<file path="src/rtl/add_arbiter_pkg.sv">
// Shared definitions for the adder arbiters: FSM state encoding and a clog2 helper.
package add_arbiter_pkg;

    typedef enum logic [0:0] {
        StIdle = 1'b0,
        StWait = 1'b1
    } arb_state_e;

    // Ceiling log2, never less than 1 so it can size a bus directly.
    function automatic int unsigned clog2_min1(input int unsigned n);
        int unsigned r;
        r = 0;
        for (int unsigned v = 1; v < n; v = v << 1) begin
            r++;
        end
        return (r == 0) ? 1 : r;
    endfunction

endpackage

</file>
<file path="src/rtl/add_arbiter_rr_pick.sv">
// Combinational round-robin picker: search starts at ptr+1 (mod NREQ), first set req wins.
module add_arbiter_rr_pick #(
    parameter int unsigned NREQ = 4,
    parameter int unsigned IDW  = 2
) (
    input  logic [NREQ-1:0] req,
    input  logic [IDW-1:0]  ptr,
    output logic [NREQ-1:0] gnt_onehot,
    output logic [IDW-1:0]  gnt_idx,
    output logic            any
);

    int unsigned idx;
    logic [IDW-1:0] sel;

    // Walk the requesters in rotated order and stop at the first valid one.
    always_comb begin
        gnt_onehot = '0;
        gnt_idx    = '0;
        any        = 1'b0;
        idx        = 0;
        sel        = '0;
        for (int unsigned i = 1; i <= NREQ; i++) begin
            idx = ptr;
            idx = (idx + i) % NREQ;
            sel = IDW'(idx);
            if (!any && req[sel]) begin
                any             = 1'b1;
                gnt_idx         = sel;
                gnt_onehot[sel] = 1'b1;
            end
        end
    end

endmodule

</file>
<file path="src/rtl/add_arbiter.sv">
// Round-robin arbiter sharing one external registered adder among NREQ requesters.
// Build option ADD_ARB_PIPE_EN: grant every cycle, ownership tracked by a shift register;
// otherwise a two-state FSM keeps a single transaction outstanding.
module add_arbiter
    import add_arbiter_pkg::*;
#(
    parameter int unsigned NREQ    = 4,
    parameter int unsigned W       = 8,
    parameter int unsigned ADD_LAT = 1,
    parameter int unsigned IDW     = clog2_min1(NREQ)
) (
    input  logic              clk,
    input  logic              reset,      // asynchronous, active low
    input  logic [NREQ-1:0]   req_valid,
    input  logic [NREQ*W-1:0] req_a,
    input  logic [NREQ*W-1:0] req_b,
    output logic [NREQ-1:0]   req_ready,
    output logic [W-1:0]      add_a,
    output logic [W-1:0]      add_b,
    input  logic [W-1:0]      add_out,
    output logic              rsp_valid,
    output logic [IDW-1:0]    rsp_id,
    output logic [W-1:0]      rsp_data
);

    localparam int unsigned CNTW = clog2_min1(ADD_LAT + 1);

    logic [NREQ-1:0] gnt_onehot;
    logic [IDW-1:0]  gnt_idx;
    logic            any;
    logic            grant_ok;
    logic            grant;

    logic [IDW-1:0]  ptr_q, ptr_d;
    logic [W-1:0]    add_a_q, add_a_d, add_b_q, add_b_d;
    logic            rsp_valid_q, rsp_valid_d;
    logic [IDW-1:0]  rsp_id_q, rsp_id_d;
    logic [W-1:0]    rsp_data_q, rsp_data_d;

    add_arbiter_rr_pick #(
        .NREQ (NREQ),
        .IDW  (IDW)
    ) u_pick (
        .req        (req_valid),
        .ptr        (ptr_q),
        .gnt_onehot (gnt_onehot),
        .gnt_idx    (gnt_idx),
        .any        (any)
    );

    assign req_ready = grant_ok ? gnt_onehot : '0;
    assign grant     = grant_ok & any;

    // On a grant, load the winner's operands and move the priority pointer to it.
    always_comb begin
        ptr_d   = ptr_q;
        add_a_d = add_a_q;
        add_b_d = add_b_q;
        if (grant) begin
            ptr_d   = gnt_idx;
            add_a_d = req_a[int'(gnt_idx)*W +: W];
            add_b_d = req_b[int'(gnt_idx)*W +: W];
        end
    end

`ifdef ADD_ARB_PIPE_EN
    logic [ADD_LAT:0]          vld_q, vld_d;
    logic [ADD_LAT:0][IDW-1:0] id_q, id_d;

    assign grant_ok = 1'b1;

    // Shift ownership along with the adder pipeline; capture when the oldest entry emerges.
    always_comb begin
        vld_d      = {vld_q[ADD_LAT-1:0], grant};
        id_d       = {id_q[ADD_LAT-1:0], gnt_idx};
        rsp_valid_d = 1'b0;
        rsp_id_d    = rsp_id_q;
        rsp_data_d  = rsp_data_q;
        if (vld_q[ADD_LAT]) begin
            rsp_valid_d = 1'b1;
            rsp_id_d    = id_q[ADD_LAT];
            rsp_data_d  = add_out;
        end
    end

    // Ownership shift register; in-flight entries are dropped on reset.
    always_ff @(posedge clk or negedge reset) begin
        if (!reset) begin
            vld_q <= '0;
            id_q  <= '0;
        end else begin
            vld_q <= vld_d;
            id_q  <= id_d;
        end
    end
`else
    arb_state_e      state_q, state_d;
    logic [CNTW-1:0] cnt_q, cnt_d;
    logic [IDW-1:0]  owner_q, owner_d;

    // Single-outstanding FSM: grant in idle, count down the adder latency, then respond.
    always_comb begin
        state_d     = state_q;
        cnt_d       = cnt_q;
        owner_d     = owner_q;
        grant_ok    = 1'b0;
        rsp_valid_d = 1'b0;
        rsp_id_d    = rsp_id_q;
        rsp_data_d  = rsp_data_q;
        case (state_q)
            StIdle: begin
                grant_ok = 1'b1;
                if (any) begin
                    state_d = StWait;
                    cnt_d   = CNTW'(ADD_LAT);
                    owner_d = gnt_idx;
                end
            end
            StWait: begin
                if (cnt_q == '0) begin
                    rsp_valid_d = 1'b1;
                    rsp_id_d    = owner_q;
                    rsp_data_d  = add_out;
                    state_d     = StIdle;
                end else begin
                    cnt_d = cnt_q - 1'b1;
                end
            end
            default: state_d = StIdle;
        endcase
    end

    // FSM state, latency counter and owner of the outstanding transaction.
    always_ff @(posedge clk or negedge reset) begin
        if (!reset) begin
            state_q <= StIdle;
            cnt_q   <= '0;
            owner_q <= '0;
        end else begin
            state_q <= state_d;
            cnt_q   <= cnt_d;
            owner_q <= owner_d;
        end
    end
`endif

    // Pointer, operand and response registers; pointer resets so requester 0 goes first.
    always_ff @(posedge clk or negedge reset) begin
        if (!reset) begin
            ptr_q       <= IDW'(NREQ - 1);
            add_a_q     <= '0;
            add_b_q     <= '0;
            rsp_valid_q <= 1'b0;
            rsp_id_q    <= '0;
            rsp_data_q  <= '0;
        end else begin
            ptr_q       <= ptr_d;
            add_a_q     <= add_a_d;
            add_b_q     <= add_b_d;
            rsp_valid_q <= rsp_valid_d;
            rsp_id_q    <= rsp_id_d;
            rsp_data_q  <= rsp_data_d;
        end
    end

    assign add_a     = add_a_q;
    assign add_b     = add_b_q;
    assign rsp_valid = rsp_valid_q;
    assign rsp_id    = rsp_id_q;
    assign rsp_data  = rsp_data_q;

endmodule
</file>
<file path="config.mk">
export PLATFORM = sky130hd
export DESIGN_NAME = add_arbiter
export DESIGN_NICKNAME = d
export VERILOG_FILES = /design/src/rtl/add_arbiter_pkg.sv /design/src/rtl/add_arbiter_rr_pick.sv /design/src/rtl/add_arbiter.sv
export SDC_FILE = /design/constraint.sdc
export NUM_CORES = 1
export LEC_CHECK = 0
export ABC_AREA = 1
export CAP_MARGIN = 20
export CORE_UTILIZATION = 25
export DETAILED_ROUTE_END_ITERATION = 7
export GPL_ROUTABILITY_DRIVEN = 0
export GPL_TIMING_DRIVEN = 0
export HOLD_SLACK_MARGIN = 0.15
export SLEW_MARGIN = 10
export SYNTH_ARGS = -nofsm -noshare
export SYNTH_HDL_FRONTEND = slang
export SYNTH_SLANG_ARGS = --single-unit
</file>
<file path="constraint.sdc">
create_clock -name clk -period 2.31 [get_ports clk]
set_input_delay 0.462 -clock clk [delete_from_list [all_inputs] [get_ports clk]]
set_output_delay 0.462 -clock clk [all_outputs]
set_load 0.02 [all_outputs]
</file>
## Word level (Yosys, flattened, before mapping)

Index checks and enable logic that the tools add are counted.

- Register bits after elaboration: 33
- Input bits: 78
- Output and inout port bits: 31
- Logic and storage cells: 81

- Add/sub/neg operators: 5
- $lt $le $gt $ge: 8
- Equal/unequal tests: 1
- Shift-type cells: 2
- Mux-type cells: 38
- Bitwise gates (word level): 6
- Reductions and logical operators: 12

Operator list:

| kind | number |
|---|---|
| 32-bit by 6-bit indexed part select with 8-bit output | 2 |
| 4-bit 2-to-1 mux | 5 |
| 1-bit 2-to-1 mux | 19 |
| 2-bit by 3-bit less-than comparator with 1-bit output (second input constant) | 4 |
| 4-bit OR | 3 |
| 1-bit binary-select mux with 2-bit select | 4 |
| 1-bit demux with 2-bit select | 4 |
| 2-bit by 1-bit >= comparator with 1-bit output (second input constant) | 4 |
| 2-bit 2-to-1 mux | 4 |
| 1-bit logical AND | 7 |
| 2-bit by 1-bit adder with 2-bit output (second input constant) | 2 |
| 2-bit adder (second input constant) | 2 |
| 1-bit one-hot mux with 2 select lines | 2 |
| 2-bit AND reduction | 2 |
| 1-bit logical NOT | 3 |
| 2-bit inequality test (second input constant) | 1 |
| 1-bit inverter | 2 |
| 1-bit bitwise AND | 1 |
| 1-bit subtractor (second input constant) | 1 |

## Logic depth before layout (Yosys ltp)

- Depth after elaboration: 15
- Mapped depth: 16
- Gate-level depth less buffers: 14

## Cells and area by module

A second synthesis with hierarchy kept.

- Cell total of the unflattened synthesis: 403
- Area, all modules: 2,562.5 µm²

By module, submodules not included:

| module | times used | cells each | area an instance (µm²) |
|---|---|---|---|
| add_arbiter | 1 | 329 | 2,104.5 |
| add_arbiter_rr_pick | 1 | 74 | 457.9 |

## Least setup slack after synthesis

OpenSTA, ideal clock, no wires.

- Kind: register -> output
- From: reg ptr_q[0]
- To: out req_ready[1]
- Data arrival time: 2.083 ns
- Setup slack: -0.235 ns
- Stages on the path, launching flop included: 13
- Path through: dfstp_2 inv_2 buf_6 ha_1 inv_1 nand3_1 nand2_1 nand3_2 inv_1 nand3_1 o21ai_0 nand2_1 inv_1

- Longest elaborated chain between the ends: 14

RTL lines:

| what | RTL line | source |
|---|---|---|
| from (decl) | add_arbiter.sv:34 | `logic [IDW-1:0] ptr_q, ptr_d;` |
| from (signal assigned) | add_arbiter.sv:150 | `ptr_q <= IDW'(NREQ - 1);` |
| from (signal assigned) | add_arbiter.sv:157 | `ptr_q <= ptr_d;` |
| parallel branches: the longest is 12 deep, another holds 2-bit by 3-bit less-than comparator with 1-bit output | n/a |  |
| 4-bit 2-to-1 mux (*) | add_arbiter_rr_pick.sv:27 | `if (!any && req[sel]) begin` |
| 4-bit 2-to-1 mux (*) | add_arbiter.sv:51 | `assign req_ready = grant_ok ? gnt_onehot : '0;` |
| to (decl) | add_arbiter.sv:17 | `output logic [NREQ-1:0] req_ready,` |

Mark *: on every way between the ends. The select of a mux whose other input is x is not followed.

## Worst setup path after layout

- From: reg ptr_q[0]
- To: out req_ready[3]

The elaborated chain is that of the path after synthesis.

==> impl_metrics.json <==
{
  "coreArea_um2": 9860,
  "cts_buffers": 5,
  "clkPwrFrac": 0.050,
  "vias": 2931,
  "p_int_mw": 4.66,
  "slew_viol_final": 0,
  "yosysMostFrequentCell": "nand2_1",
  "drv_cap": 0,
  "fill_cells": 1005,
  "max_slew_margin": 0.486,
  "powerDensity_nw_per_um2": 1990,
  "ys_seq_area_frac": 0.323,
  "mappedNetlistArea_um2": 2560,
  "clk_latency_ns": 0.29,
  "fmax_mhz": 375,
  "post-route-min-period_ns": 2.67,
  "synthArstFlopShare": 1.00,
  "synthCells": 384,
  "drc": 0,
  "dieHeight_um": 103,
  "dpl.hpwl_um": 6010,
  "num_io_pins": 109,
  "antenna_cells": 0,
  "synth_common_cells": "nand2_1, nand3_1, inv_1",
  "gr-usage-all-layers": 0.163,
  "num-nets-final": 627,
  "fin_skew_ns": 0.00965,
  "synth_ff_type": "dfrtp_1",
  "synth_edf_count": 0,
  "finalSetupViolations": 21,
  "antenna_found_initial": 0,
  "place_area_um2": 3830,
  "wl_met1_um": 3990,
  "fin_cells": 674,
  "wl_per_cell_um": 13.4,
  "final_antenna_net_count": 0,
  "wl_met3_um": 439,
  "path_clk_slew_ns": 0.07,
  "dr_wl_met2_um": 4530,
  "drive_gt1_frac": 0.227,
  "swShare": 0.486,
  "cts_tree": "done",
  "avgViaCountPerCell": 4.35,
  "die_w_um": 103,
  "worstSetupPathType": "flop to output port",
  "grt_max_degree": 34,
  "hold_viol": 0,
  "vdd_drop_max_uv": 767,
  "cts.htree.levels": 2,
  "holdCritPathClass": "input pin to async pin",
  "switching_power_mw": 4.40,
  "start_util": 0.260,
  "fin_crit_sh": 1.15,
  "top_layer_used": "met4",
  "synth.area.top_cells": "dfrtp_1, nand2_1, nand3_1",
  "syn-num-nets": 470,
  "die-area_um2": 10700,
  "startpoint_type": "flop",
  "first_pass_iters": 4,
  "cp_max_fo": 5,
  "grt_pass1_vias": 2743,
  "syn_area_per_cell_um2": 6.67,
  "setup-tns-final_ns": -4.08,
  "post-synth-top-area-fraction": 0.303,
  "clockRootBuffer": "clkbuf_8",
  "cp.required_ns": 1.85,
  "port_buffers": 108,
  "std_cell_rows": 36,
  "yosys.area.top_type": "dfrtp_1",
  "clock_sinks": 33,
  "arrival_ns": 2.21,
  "violations": "setup timing",
  "sequentialPowerShare": 0.117,
  "final_area_um2": 4560,
  "cts_buffer_depth": 2,
  "drt_iter0_drc": 111,
  "cp-end-kind": "output port",
  "worstMarginPinSlew_ns": 0.771,
  "grt_pass1_wl_um": 13200,
  "timing.final.ws_setup_ns": -0.358,
  "pwr-share-comb": 0.833,
  "utilization": 0.462,
  "postCtsHoldBufs": 0,
  "dp.cells": 625,
  "power_leakage_nw": 2.26,
  "wirelength_um": 9060,
  "yosys_register_bits": 33,
  "grt_overflow_total": 0,
  "synth_warnings": 0,
  "status": "finished with violations",
  "synthToLayoutAreaGrowth_pct": 77.8,
  "synth_cell_types": 30,
  "rsz0062_at_grt": "true"
}
-- state kept, by name, indices dropped and copies added, names as in the netlist --
name / flops
add_a: 8
add_b: 8
rsp_data: 8
owner_q: 2
ptr_q: 2
rsp_id: 2
cnt_q: 1
rsp_valid: 1
state_q: 1
-- routing by layer --
| layer | global-route usage | vias to the layer above |
|---|---|---|
| li1 | - | 1503 |
| met1 | 0.197 | 1336 |
| met2 | 0.288 | 84 |
| met3 | 0.0423 | 8 |
| met4 | 0.0444 | 0 |
| met5 | 0 | - |
-- power groups by stage --
| stage | Combinational [mW] | Clock [mW] | Sequential (mW) |
|---|---|---|---|
| after floorplan | 3.28 | 0 | 1.36 |
| after global placement | 5.10 | 0 | 1.09 |
| after detailed placement | 5.16 | 0 | 1.09 |
| after CTS | 6.25 | 0.467 | 1.06 |
| after global routing | 8.17 | 0.494 | 1.10 |
| final | 7.55 | 0.452 | 1.06 |
-- per-stage QoR --
| stage | setup slack, ns | total power [mW] | hold slack [ns] |
|---|---|---|---|
| after floorplan | 0.000730 | 4.64 | 0.166 |
| after global placement | -0.729 | 6.19 | 0.454 |
| after detailed placement | -0.768 | 6.25 | 0.459 |
| after CTS | -0.326 | 7.78 | 0.278 |
| after global routing | -0.489 | 9.76 | 0.294 |
| final | -0.358 | 9.06 | 0.247 |
-- cell type report --
| class | count | area [µm²] | share of cell area |
|---|---|---|---|
| Multi-Input combinational cell | 269 | 1580 | 0.346 |
| Inverter | 71 | 288 | 0.0632 |
| Buffer | 13 | 123 | 0.0269 |
| Clock buffer | 7 | 86.3 | 0.0190 |
| Tap cell | 133 | 166 | 0.0365 |
| Sequential cell | 33 | 828 | 0.182 |
| Timing Repair Buffer | 148 | 1490 | 0.327 |
-- critical path: stages (launching register included) --
cell,delay (ns)
dfstp_2,0.55
inv_2,0.05
buf_8,0.12
ha_4,0.31
inv_4,0.05
nand2_4,0.09
nand2_8,0.08
inv_8,0.07
nand3_2,0.11
inv_2,0.11
nand2_1,0.05
nand4_1,0.09
nand2_1,0.05
inv_1,0.07
buf_6,0.11
-- cell families (layout without fill, tap and decap cells) --
family | Yosys count | in the layout | synth area share
AOI/OAI and AO/OA | 19 | 19 | 0.0493
buffers and inverters | 84 | 239 | 0.144
adders and majority gates | 8 | 8 | 0.0391
and+or+nand+nor | 240 | 242 | 0.444
DFF | 33 | 33 | 0.323
-- what timing repair did --
action,CTS,global route
gates resized for setup,52,42
pin swaps,13,27
gates cloned,4,5
setup buffers,20,13
endpoints found under the setup margin,24,24
-- worst paths after layout --
kind | start | endpoint | slack (ns) | depth (start not counted)
max reg2reg | ptr_q[0] | add_b[0] | -0.22 | 15
min in group clk | rsp_data[5] | rsp_data[5] | 0.47 | 2
min | reset | rsp_data[6] | 0.25 | 1
min reg2reg | rsp_data[5] | rsp_data[5] | 0.47 | 2
max in group asynchronous | reset | owner_q[1] | 1.57 | 1
max | ptr_q[0] | req_ready[3] | -0.36 | 14
-- layout by cell type (no fill, tap or decap), types with 2 or more instances in the layout --
master	instances
nand2_2	14
dfstp_2	2
or2_1	11
inv_2	6
clkbuf_1	3
buf_6	19
dfrtp_1	31
nand3_4	5
buf_8	2
nand3_1	58
nor2_4	5
inv_4	2
clkbuf_16	2
o21ai_2	3
nor2_1	2
o21ai_0	3
buf_4	27
a21oi_4	2
o21ai_1	5
or2_0	7
nand2_8	2
nand2_1	120
nand3_2	8
inv_1	60
buf_12	3
nand2_4	4
buf_2	3
nand4_1	4
clkdlybuf4s50_1	103
ha_1	7
clkbuf_8	6
Note: power is estimated with default switching activity, not from simulation.
